**config.mk**
```make
export PLATFORM = sky130hd
export DESIGN_NAME = tm_lif_scheduler_flat
export DESIGN_NICKNAME = d
export VERILOG_FILES = /design/src/rtl/tm_lif_scheduler_pkg.sv /design/src/rtl/tm_lif_scheduler_if.sv /design/src/rtl/tm_lif_scheduler_spike_fifo.sv /design/src/rtl/tm_lif_scheduler.sv /design/src/flat_wrapper.sv
export SDC_FILE = /design/constraint.sdc
export NUM_CORES = 1
export LEC_CHECK = 0
export ABC_CLOCK_PERIOD_IN_PS = 3950
export BUFFER_PORTS_ARGS = -buffer_cell sky130_fd_sc_hd__buf_2
export CAP_MARGIN = 40
export CORE_MARGIN = 5
export CORE_UTILIZATION = 50
export DETAILED_ROUTE_END_ITERATION = 8
export PLACE_DENSITY = 0.62
export SLEW_MARGIN = 20
export SYNTH_ARGS = -nofsm -noshare
export SYNTH_HDL_FRONTEND = slang
export SYNTH_SLANG_ARGS = --single-unit
```
**constraint.sdc**
```tcl
create_clock -name clk_in -period 3.95 [get_ports clk_in]
set_input_delay 0.79 -clock clk_in [delete_from_list [all_inputs] [get_ports clk_in]]
set_output_delay 0.79 -clock clk_in [all_outputs]
set_load 0.01 [all_outputs]
```
**src/rtl/tm_lif_scheduler_pkg.sv**
```systemverilog
// Shared types and constants for the time-multiplexed LIF neuron scheduler.
package tm_lif_pkg;

  localparam int VMEM_W = 10;
  localparam int SYN_W  = 10;

  localparam logic signed [SYN_W-1:0] SYN_MAX = 10'sh1FF;
  localparam logic signed [SYN_W-1:0] SYN_MIN = 10'sh200;

  // Tag entries carry a fixed-width index so the type can live here; the
  // scheduler checks at elaboration that its own index width fits.
  localparam int TAG_IDX_W = 8;

  typedef enum logic [1:0] {
    IDLE,
    ISSUE,
    DRAIN,
    DONE
  } sched_state_e;

  typedef struct packed {
    logic                 valid;
    logic [TAG_IDX_W-1:0] idx;
  } tag_t;

  // Signed add clamped to the synaptic-current range.
  function automatic logic signed [SYN_W-1:0] sat10(
    input logic signed [SYN_W-1:0] a,
    input logic signed [SYN_W-1:0] b
  );
    logic signed [SYN_W:0] sum;
    sum = $signed({a[SYN_W-1], a}) + $signed({b[SYN_W-1], b});
    if (sum > $signed({SYN_MAX[SYN_W-1], SYN_MAX})) begin
      return SYN_MAX;
    end else if (sum < $signed({SYN_MIN[SYN_W-1], SYN_MIN})) begin
      return SYN_MIN;
    end else begin
      return sum[SYN_W-1:0];
    end
  endfunction

endpackage

```
**src/rtl/tm_lif_scheduler_if.sv**
```systemverilog
// Bus bundle between the scheduler and its environment: synaptic write port,
// LIF datapath link and the spike-index stream.
interface tm_lif_scheduler_if #(
  parameter int IDX_W = 4
);
  import tm_lif_pkg::*;

  logic              syn_wr_valid;
  logic [IDX_W-1:0]  syn_wr_idx;
  logic [SYN_W-1:0]  syn_wr_data;

  logic [VMEM_W-1:0] lif_vmem_o;
  logic [SYN_W-1:0]  lif_syn_o;
  logic [VMEM_W-1:0] lif_vmem_i;
  logic              lif_spike_i;

  logic              spk_valid;
  logic [IDX_W-1:0]  spk_idx;
  logic              spk_ready;

  // Scheduler side.
  modport slave (
    input  syn_wr_valid, syn_wr_idx, syn_wr_data,
    input  lif_vmem_i, lif_spike_i,
    input  spk_ready,
    output lif_vmem_o, lif_syn_o,
    output spk_valid, spk_idx
  );

  // Environment side: synapse source, LIF datapath and spike consumer.
  modport master (
    output syn_wr_valid, syn_wr_idx, syn_wr_data,
    output lif_vmem_i, lif_spike_i,
    output spk_ready,
    input  lif_vmem_o, lif_syn_o,
    input  spk_valid, spk_idx
  );

endinterface

```
**src/rtl/tm_lif_scheduler_spike_fifo.sv**
```systemverilog
// Small synchronous FIFO with full/empty flags. No push-to-pop bypass: a word
// pushed into an empty FIFO becomes visible the following cycle.
module spike_fifo #(
  parameter int WIDTH = 4,
  parameter int DEPTH = 8
) (
  input  logic             clk_i,
  input  logic             reset_i,
  input  logic             push_i,
  input  logic [WIDTH-1:0] pushData_i,
  input  logic             pop_i,
  output logic [WIDTH-1:0] popData_o,
  output logic             full_o,
  output logic             empty_o
);

  localparam int PTR_W = (DEPTH > 1) ? $clog2(DEPTH) : 1;
  localparam int CNT_W = $clog2(DEPTH + 1);

  if ((DEPTH < 2) || ((DEPTH & (DEPTH - 1)) != 0)) begin : g_badDepth
    $error("spike_fifo: DEPTH must be a power of two >= 2");
  end

  logic [WIDTH-1:0] mem_q [DEPTH];
  logic [PTR_W-1:0] wrPtr_q;
  logic [PTR_W-1:0] rdPtr_q;
  logic [CNT_W-1:0] count_q;
  logic             doPush;
  logic             doPop;

  assign empty_o   = (count_q == '0);
  assign full_o    = (count_q == CNT_W'(DEPTH));
  assign doPop     = pop_i && !empty_o;
  // A full FIFO still takes a push when the head leaves in the same cycle.
  assign doPush    = push_i && (!full_o || doPop);
  assign popData_o = mem_q[rdPtr_q];

  // Storage array; contents are don't-care while the FIFO is empty.
  always_ff @(posedge clk_i) begin
    if (doPush) begin
      mem_q[wrPtr_q] <= pushData_i;
    end
  end

  // Pointers and occupancy; pointers wrap naturally since DEPTH is 2^n.
  always_ff @(posedge clk_i) begin
    if (reset_i) begin
      wrPtr_q <= '0;
      rdPtr_q <= '0;
      count_q <= '0;
    end else begin
      if (doPush) begin
        wrPtr_q <= wrPtr_q + PTR_W'(1);
      end
      if (doPop) begin
        rdPtr_q <= rdPtr_q + PTR_W'(1);
      end
      if (doPush && !doPop) begin
        count_q <= count_q + CNT_W'(1);
      end else if (doPop && !doPush) begin
        count_q <= count_q - CNT_W'(1);
      end
    end
  end

endmodule

```
**src/rtl/tm_lif_scheduler.sv**
```systemverilog
// Time-multiplexed neuron-state sequencer: on each tick, streams every
// neuron's membrane voltage and accumulated synaptic current through an
// external LIF pipeline, writes the returned voltage back and queues the
// indices of neurons that spiked.
module tm_lif_scheduler
  import tm_lif_pkg::*;
#(
  parameter int N_NEURONS  = 16,
  parameter int IDX_W      = 4,
  parameter int LIF_LAT    = 3,
  parameter int FIFO_DEPTH = 8
) (
  input  logic               clk_in,
  input  logic               reset,
  input  logic               tick,
  tm_lif_scheduler_if.slave  bus,
  output logic               busy,
  output logic               done,
  output logic               overflow
);

  // A neuron must retire before it is issued again, otherwise the next
  // sweep would read a stale voltage.
  if (N_NEURONS < LIF_LAT + 1) begin : g_badLat
    $error("tm_lif_scheduler: N_NEURONS must be >= LIF_LAT+1");
  end
  if (LIF_LAT < 1) begin : g_badLatMin
    $error("tm_lif_scheduler: LIF_LAT must be >= 1");
  end
  if (IDX_W != $clog2(N_NEURONS) || IDX_W > TAG_IDX_W) begin : g_badIdx
    $error("tm_lif_scheduler: IDX_W must equal clog2(N_NEURONS) and fit a tag");
  end

  sched_state_e             state_q, state_d;
  logic [IDX_W-1:0]         issueIdx_q, issueIdx_d;
  logic [VMEM_W-1:0]        vmemMem_q [N_NEURONS];
  logic signed [SYN_W-1:0]  synAcc_q  [N_NEURONS];
  tag_t                     tagPipe_q [LIF_LAT];
  tag_t                     issueTag;
  tag_t                     retireTag;
  logic [IDX_W-1:0]         retireIdx;
  logic                     issuing;
  logic                     tickAccept;
  logic                     pipeDraining;
  logic                     fifoPush;
  logic                     fifoPop;
  logic                     fifoFull;
  logic                     fifoEmpty;
  logic                     overflow_q;

  assign issueTag.valid = issuing;
  assign issueTag.idx   = TAG_IDX_W'(issueIdx_q);
  assign retireTag      = tagPipe_q[LIF_LAT-1];
  assign retireIdx      = retireTag.idx[IDX_W-1:0];

  // Tags still in flight after this cycle; the tail stage retires now, so
  // leaving it out lets DONE follow the final writeback directly.
  always_comb begin
    pipeDraining = 1'b0;
    for (int i = 0; i < LIF_LAT - 1; i++) begin
      pipeDraining = pipeDraining | tagPipe_q[i].valid;
    end
  end

  // Sweep sequencing: next state, issue counter and status outputs.
  always_comb begin
    state_d    = state_q;
    issueIdx_d = issueIdx_q;
    issuing    = 1'b0;
    tickAccept = 1'b0;
    busy       = 1'b1;
    done       = 1'b0;
    case (state_q)
      IDLE: begin
        busy = 1'b0;
        if (tick) begin
          tickAccept = 1'b1;
          issueIdx_d = '0;
          state_d    = ISSUE;
        end
      end
      ISSUE: begin
        issuing    = 1'b1;
        issueIdx_d = issueIdx_q + IDX_W'(1);
        if (issueIdx_q == IDX_W'(N_NEURONS - 1)) begin
          issueIdx_d = '0;
          state_d    = DRAIN;
        end
      end
      DRAIN: begin
        if (!pipeDraining) begin
          state_d = DONE;
        end
      end
      DONE: begin
        done    = 1'b1;
        state_d = IDLE;
      end
      default: state_d = IDLE;
    endcase
  end

  // State and issue-counter registers.
  always_ff @(posedge clk_in) begin
    if (reset) begin
      state_q    <= IDLE;
      issueIdx_q <= '0;
    end else begin
      state_q    <= state_d;
      issueIdx_q <= issueIdx_d;
    end
  end

  // Present the neuron being issued to the LIF datapath; idle bus reads zero.
  always_comb begin
    bus.lif_vmem_o = '0;
    bus.lif_syn_o  = '0;
    if (issuing) begin
      bus.lif_vmem_o = vmemMem_q[issueIdx_q];
      bus.lif_syn_o  = synAcc_q[issueIdx_q];
    end
  end

  // Tag pipe tracks which neuron each LIF result belongs to.
  always_ff @(posedge clk_in) begin
    if (reset) begin
      for (int i = 0; i < LIF_LAT; i++) begin
        tagPipe_q[i] <= '0;
      end
    end else begin
      tagPipe_q[0] <= issueTag;
      for (int i = 1; i < LIF_LAT; i++) begin
        tagPipe_q[i] <= tagPipe_q[i-1];
      end
    end
  end

  // Write each returning membrane voltage back to its neuron.
  always_ff @(posedge clk_in) begin
    if (reset) begin
      for (int i = 0; i < N_NEURONS; i++) begin
        vmemMem_q[i] <= '0;
      end
    end else if (retireTag.valid) begin
      for (int i = 0; i < N_NEURONS; i++) begin
        if (retireTag.idx == TAG_IDX_W'(i)) begin
          vmemMem_q[i] <= bus.lif_vmem_i;
        end
      end
    end
  end

  // Accumulate synaptic input; issuing a neuron hands its sum to the LIF and
  // restarts it, and a write in that same cycle seeds the fresh sum.
  always_ff @(posedge clk_in) begin
    if (reset) begin
      for (int i = 0; i < N_NEURONS; i++) begin
        synAcc_q[i] <= '0;
      end
    end else begin
      for (int i = 0; i < N_NEURONS; i++) begin
        if (bus.syn_wr_valid && (bus.syn_wr_idx == IDX_W'(i))) begin
          if (issuing && (issueIdx_q == IDX_W'(i))) begin
            synAcc_q[i] <= sat10('0, bus.syn_wr_data);
          end else begin
            synAcc_q[i] <= sat10(synAcc_q[i], bus.syn_wr_data);
          end
        end else if (issuing && (issueIdx_q == IDX_W'(i))) begin
          synAcc_q[i] <= '0;
        end
      end
    end
  end

  assign fifoPush      = retireTag.valid && bus.lif_spike_i;
  assign fifoPop       = bus.spk_valid && bus.spk_ready;
  assign bus.spk_valid = !fifoEmpty;

  spike_fifo #(
    .WIDTH (IDX_W),
    .DEPTH (FIFO_DEPTH)
  ) u_spikeFifo (
    .clk_i      (clk_in),
    .reset_i    (reset),
    .push_i     (fifoPush),
    .pushData_i (retireIdx),
    .pop_i      (fifoPop),
    .popData_o  (bus.spk_idx),
    .full_o     (fifoFull),
    .empty_o    (fifoEmpty)
  );

  // Sticky drop flag, rearmed by the next accepted tick.
  always_ff @(posedge clk_in) begin
    if (reset) begin
      overflow_q <= 1'b0;
    end else if (fifoPush && fifoFull && !fifoPop) begin
      overflow_q <= 1'b1;
    end else if (tickAccept) begin
      overflow_q <= 1'b0;
    end
  end

  assign overflow = overflow_q;

endmodule

```
**src/flat_wrapper.sv**
```systemverilog
// flat-port wrapper written by rule: the top's interface ports become plain ports
module tm_lif_scheduler_flat import tm_lif_pkg::*;
#(
  parameter int N_NEURONS  = 16,
  parameter int IDX_W      = 4,
  parameter int LIF_LAT    = 3,
  parameter int FIFO_DEPTH = 8
)
  (clk_in, reset, tick, busy, done, overflow, bus_syn_wr_valid, bus_syn_wr_idx, bus_syn_wr_data, bus_lif_vmem_i, bus_lif_spike_i, bus_spk_ready, bus_lif_vmem_o, bus_lif_syn_o, bus_spk_valid, bus_spk_idx);
  tm_lif_scheduler_if #(.IDX_W(IDX_W)) bus_i ();
  input  logic clk_in;
  input  logic reset;
  input  logic tick;
  output logic busy;
  output logic done;
  output logic overflow;
  input wire logic [$bits(bus_i.syn_wr_valid)-1:0] bus_syn_wr_valid;
  input wire logic [$bits(bus_i.syn_wr_idx)-1:0] bus_syn_wr_idx;
  input wire logic [$bits(bus_i.syn_wr_data)-1:0] bus_syn_wr_data;
  input wire logic [$bits(bus_i.lif_vmem_i)-1:0] bus_lif_vmem_i;
  input wire logic [$bits(bus_i.lif_spike_i)-1:0] bus_lif_spike_i;
  input wire logic [$bits(bus_i.spk_ready)-1:0] bus_spk_ready;
  output wire logic [$bits(bus_i.lif_vmem_o)-1:0] bus_lif_vmem_o;
  output wire logic [$bits(bus_i.lif_syn_o)-1:0] bus_lif_syn_o;
  output wire logic [$bits(bus_i.spk_valid)-1:0] bus_spk_valid;
  output wire logic [$bits(bus_i.spk_idx)-1:0] bus_spk_idx;
  assign bus_i.syn_wr_valid = bus_syn_wr_valid;
  assign bus_i.syn_wr_idx = bus_syn_wr_idx;
  assign bus_i.syn_wr_data = bus_syn_wr_data;
  assign bus_i.lif_vmem_i = bus_lif_vmem_i;
  assign bus_i.lif_spike_i = bus_lif_spike_i;
  assign bus_i.spk_ready = bus_spk_ready;
  assign bus_lif_vmem_o = bus_i.lif_vmem_o;
  assign bus_lif_syn_o = bus_i.lif_syn_o;
  assign bus_spk_valid = bus_i.spk_valid;
  assign bus_spk_idx = bus_i.spk_idx;
  tm_lif_scheduler #(.N_NEURONS(N_NEURONS), .IDX_W(IDX_W), .LIF_LAT(LIF_LAT), .FIFO_DEPTH(FIFO_DEPTH)) u_core (.clk_in(clk_in), .reset(reset), .tick(tick), .bus(bus_i), .busy(busy), .done(done), .overflow(overflow));
endmodule
```
==> flow_results.org <==
** Global route
- The number of global-route vias before repair is between 15,000 and 20,000.
- The initial antenna violation count came to 4.
- For this run, the total global-route usage over all layers was measured as 0.262.
- Sum of overflow across all layers after global routing :: 0
- Entering global routing, the biggest net connects 48 pins.
- First-pass GRT wire length :: 116 mm

** Synth
- Mux share of post-synthesis cell area :: 0.102
- Of the total synthesized cell area, the portion taken by full adders, half adders and majority gates is 0.102.
- The number of nets in the synthesized netlist is approximately 2,600.
- Of all flip-flops after synthesis, the portion carrying an async set or reset was 0.
- Most frequently used flop master after synthesis :: sky130_fd_sc_hd__edfxtp_1
- Post-Syn Area per Cell :: 10.8 um2
- Post-synthesis cell count :: 2,399
- Cell area after synthesis :: about 26,000 um2
- The synthesized design contains ~390 register bits.
- For this run, the number of Yosys warnings is 0.
- Xor-xnor portion of the synthesized cell area :: 0.0338
- After synthesis, the largest family of logic cells by area is compound AO/OA/AOI/OAI gates.
- Compound-gate portion of the synthesized area :: 0.160
- Number of synthesized flops with an enable pin :: between 300 and 400
- Fraction of the yosys area taken by sequential cells :: 0.439
- The number of different library cells used by synthesis comes to 87.
- Post-Synth Simple-Gate Area :: 0.135

** Timing
- Period utilisation layout :: 0.931
- Headroom to the max-slew limit came out at 0.394.
- Fmax :: around 270 MHz
- Setup repair after global routing left no endpoint under its margin.
- At the pin with the least slew margin, the transition time is around 0.90 ns.
- The clock arrives with roughly 0.036 ns of skew.
- The count of final hold-check violations came to 0.
- For the final routed database, the setup TNS stands at 0 ns.
- Setup violations remaining at the end of the flow were counted as 0.
- The worst path in the final design needs a cycle of around 3.7 ns, including I/O delays and setup.
- The number of slew-limit violations in the final report came to 0.
- On the final layout, the worst hold slack is approximately 0.44 ns.

** Cells and area
- Number of fill cells in the layout :: ~4,400
- The multi-input combinational cells in the finished layout cover a total of roughly 14,000 um2.
- In the layout the commonest cells are 352 x sky130_fd_sc_hd__edfxtp_1, 295 x sky130_fd_sc_hd__nor2_1, 180 x sky130_fd_sc_hd__nand2_1.
- The library cell used most frequently in the layout, excluding fill and tap cells, is sky130_fd_sc_hd__edfxtp_1.
- Number of antenna diodes :: 0
- Area growth syn-to-layout :: 11.7%
- The finished cells cover 28,900 um2.
- Across the whole layout, storage elements account for roughly 11,000 um2.
- The final layout contains between 2,000 and 3,000 nets.
- Of the cells placed in the final design, the portion with a size suffix greater than 1 is 0.143.

** Clock tree
- The clock passes through at most 3 buffers.
- Master cell of the clock root buffer :: sky130_fd_sc_hd__clkbuf_16
- The clock reaches the later pin of the worst-skew pair after roughly 0.61 ns.
- # hold bufs at CTS :: 0
- Clock-pin slew was measured on the worst setup and hold paths at approximately 0.060 ns.
- Post CTS Setup Buffer Count :: 0
- Number of sinks driven by the clock tree :: around 400
- Clock tree from TritonCTS :: done
- The H-tree generated during clock tree synthesis spans 2 levels.
- Total clock buffers created by CTS :: 45
- Count of instances resized after the clock tree is built :: 0

** Floorplan
- Die area :: ~56,000 um2
- In this run the horizontal extent of the chip is ~240 um.
- The die is around 240 um tall.
- Effective utilization at floorplan :: 0.505
- Standard cell core area :: 51,300 um2
- Row generation in the floorplan step produced 83 rows.
- 58 I/O pins were placed.

** Power
- Worst supply voltage drop on vdd :: between 0.3 and 0.4 mV
- Power spread over the standard cell area amounts to about 440 nW/um2.
- Static power due to leakage :: 11.0 nW

** Routing
- DRC viols :: 0
- Drt via density :: approximately 6.4
- The routed layout has 20,400 vias.
- Once detail routing completed, the nets flagged for antenna violations numbered 0.
- For this block, the routed nets add up to ~76 mm of wire.
- Number of DRC markers in iteration 0 :: between 2,000 and 2,500
- DRT Pass-1 Iters :: 6
- After detailed routing, the average wire length per cell comes to 23.7 um.

** Setup path
- CP Max Fanout :: 27
- The critical path is of the register to output port type.
- In this run the register-to-register setup slack is between 0.8 and 0.9 ns.
- Req. time, crit path :: approximately 3.2 ns
- Arrival time of the worst setup path :: roughly 2.9 ns
- Startpoint types :: register
- The worst setup path is captured at an output port.

** Placement
- In this run the tool buffered the top-level ports with 57 buffer cells.
- Global placement routability congestion :: about 0.93
- HPWL after detailed placement :: between 50 and 60 mm
- Placed cell area :: approximately 27,000 um2

** Min path
- Worst hold-check path type :: register to register

** Outcome
- Outcome :: complete, no violations

** Job
- The tool flagged a number of max-cap violations equal to 0.
-- worst paths after layout --
kind,start,endpoint,cells after the start
hold reg to reg,u_core.tagPipe_q[0][1],u_core.tagPipe_q[0][10],1
setup / recovery,register,bus_lif_syn_o[8],5
hold / removal,u_core.tagPipe_q[0][1],u_core.tagPipe_q[0][10],1
setup reg to reg,u_core.synAcc_q[4][0],u_core.synAcc_q[4][3],10
-- worst max-delay path, stage by stage, from the launching register on --
cell	delay [ns]
sky130_fd_sc_hd__dfxtp_4	0.50
sky130_fd_sc_hd__buf_12	0.28
sky130_fd_sc_hd__mux4_2	0.60
sky130_fd_sc_hd__mux4_2	0.49
sky130_fd_sc_hd__and2_1	0.23
sky130_fd_sc_hd__buf_2	0.16
-- state kept, by name (all words and copies together) (netlist names), named ones only --
signal                      flops
u_core.issueIdx_q               4
u_core.overflow                 1
u_core.state_q                  2
u_core.synAcc_q               160
u_core.tagPipe_q               15
u_core.u_spikeFifo.count_q      4
u_core.u_spikeFifo.mem_q       32
u_core.u_spikeFifo.rdPtr_q      3
u_core.u_spikeFifo.wrPtr_q      3
u_core.vmemMem_q              160
-- cell usage after synthesis (12+ instances only) --
cell | n | area share
sky130_fd_sc_hd__edfxtp_1 | 352 | 0.41
sky130_fd_sc_hd__nor2_1 | 295 | 0.043
sky130_fd_sc_hd__nand2_1 | 180 | 0.026
sky130_fd_sc_hd__ha_1 | 173 | 0.084
sky130_fd_sc_hd__o21ai_0 | 169 | 0.033
sky130_fd_sc_hd__a21oi_1 | 139 | 0.027
sky130_fd_sc_hd__mux4_2 | 108 | 0.094
sky130_fd_sc_hd__inv_1 | 96 | 0.014
sky130_fd_sc_hd__clkbuf_1 | 75 | 0.011
sky130_fd_sc_hd__xnor2_1 | 67 | 0.023
sky130_fd_sc_hd__nand3_1 | 63 | 0.012
sky130_fd_sc_hd__a211oi_1 | 61 | 0.018
sky130_fd_sc_hd__nor2b_1 | 47 | 0.011
sky130_fd_sc_hd__dfxtp_1 | 39 | 0.030
sky130_fd_sc_hd__nand2b_1 | 35 | 0.0085
sky130_fd_sc_hd__o21a_1 | 35 | 0.010
sky130_fd_sc_hd__nor3_1 | 34 | 0.0066
sky130_fd_sc_hd__xor2_1 | 33 | 0.011
sky130_fd_sc_hd__a21o_1 | 31 | 0.0090
sky130_fd_sc_hd__a221o_1 | 22 | 0.0085
sky130_fd_sc_hd__and2_1 | 22 | 0.0053
sky130_fd_sc_hd__o211ai_1 | 20 | 0.0058
sky130_fd_sc_hd__fa_1 | 17 | 0.013
sky130_fd_sc_hd__a31oi_1 | 14 | 0.0034
sky130_fd_sc_hd__mux2i_1 | 14 | 0.0054
sky130_fd_sc_hd__and3_1 | 13 | 0.0031
sky130_fd_sc_hd__a21boi_0 | 12 | 0.0035
-- final cells by class --
cell class | instances | share of cell area
multi-input cells | 1817 | 0.478
flip-flops and latches | 391 | 0.393
clock buffers | 54 | 0.0405
repair buffers | 147 | 0.0375
well taps | 680 | 0.0294
inverters | 96 | 0.0125
clock inverters | 30 | 0.00982
-- per-layer routing --
layer  wire [um]  global-route usage
met1       33200               0.383
met2       34500               0.409
met3        6200              0.0444
met4        2190              0.0724
met5          27                   0
-- stage by stage --
stage,power (mW),utilization,std cells,setup slack [ns]
final,12.7,0.564,3215,0.273
after global routing,13.3,0.564,3215,0.144
after CTS,12.7,0.564,3215,0.205
after detailed placement,8.60,0.535,3131,0.0918
after global placement,8.53,0.535,3130,0.148
after floorplan,7.45,-,2399,0.324
-- logic make-up (layout without fill, tap and decap cells) --
kind of cell | Yosys count | count (layout)
flip-flops | 391 | 391
adder cells (fa/ha/maj) | 203 | 203
XOR/XNOR | 100 | 100
multiplexers | 127 | 127
AO/OA/AOI/OAI | 630 | 630
AND/OR/NAND/NOR | 757 | 757
buffers and inverters | 191 | 327
-- report_power, final --
part	switching (mW)	total [mW]	internal, mW
combinational	2.01	3.53	1.52
sequential	0.246	5.04	4.79
clock	1.81	4.15	2.34
total	4.07	12.7	8.65
(Power assumes the default switching activity.)
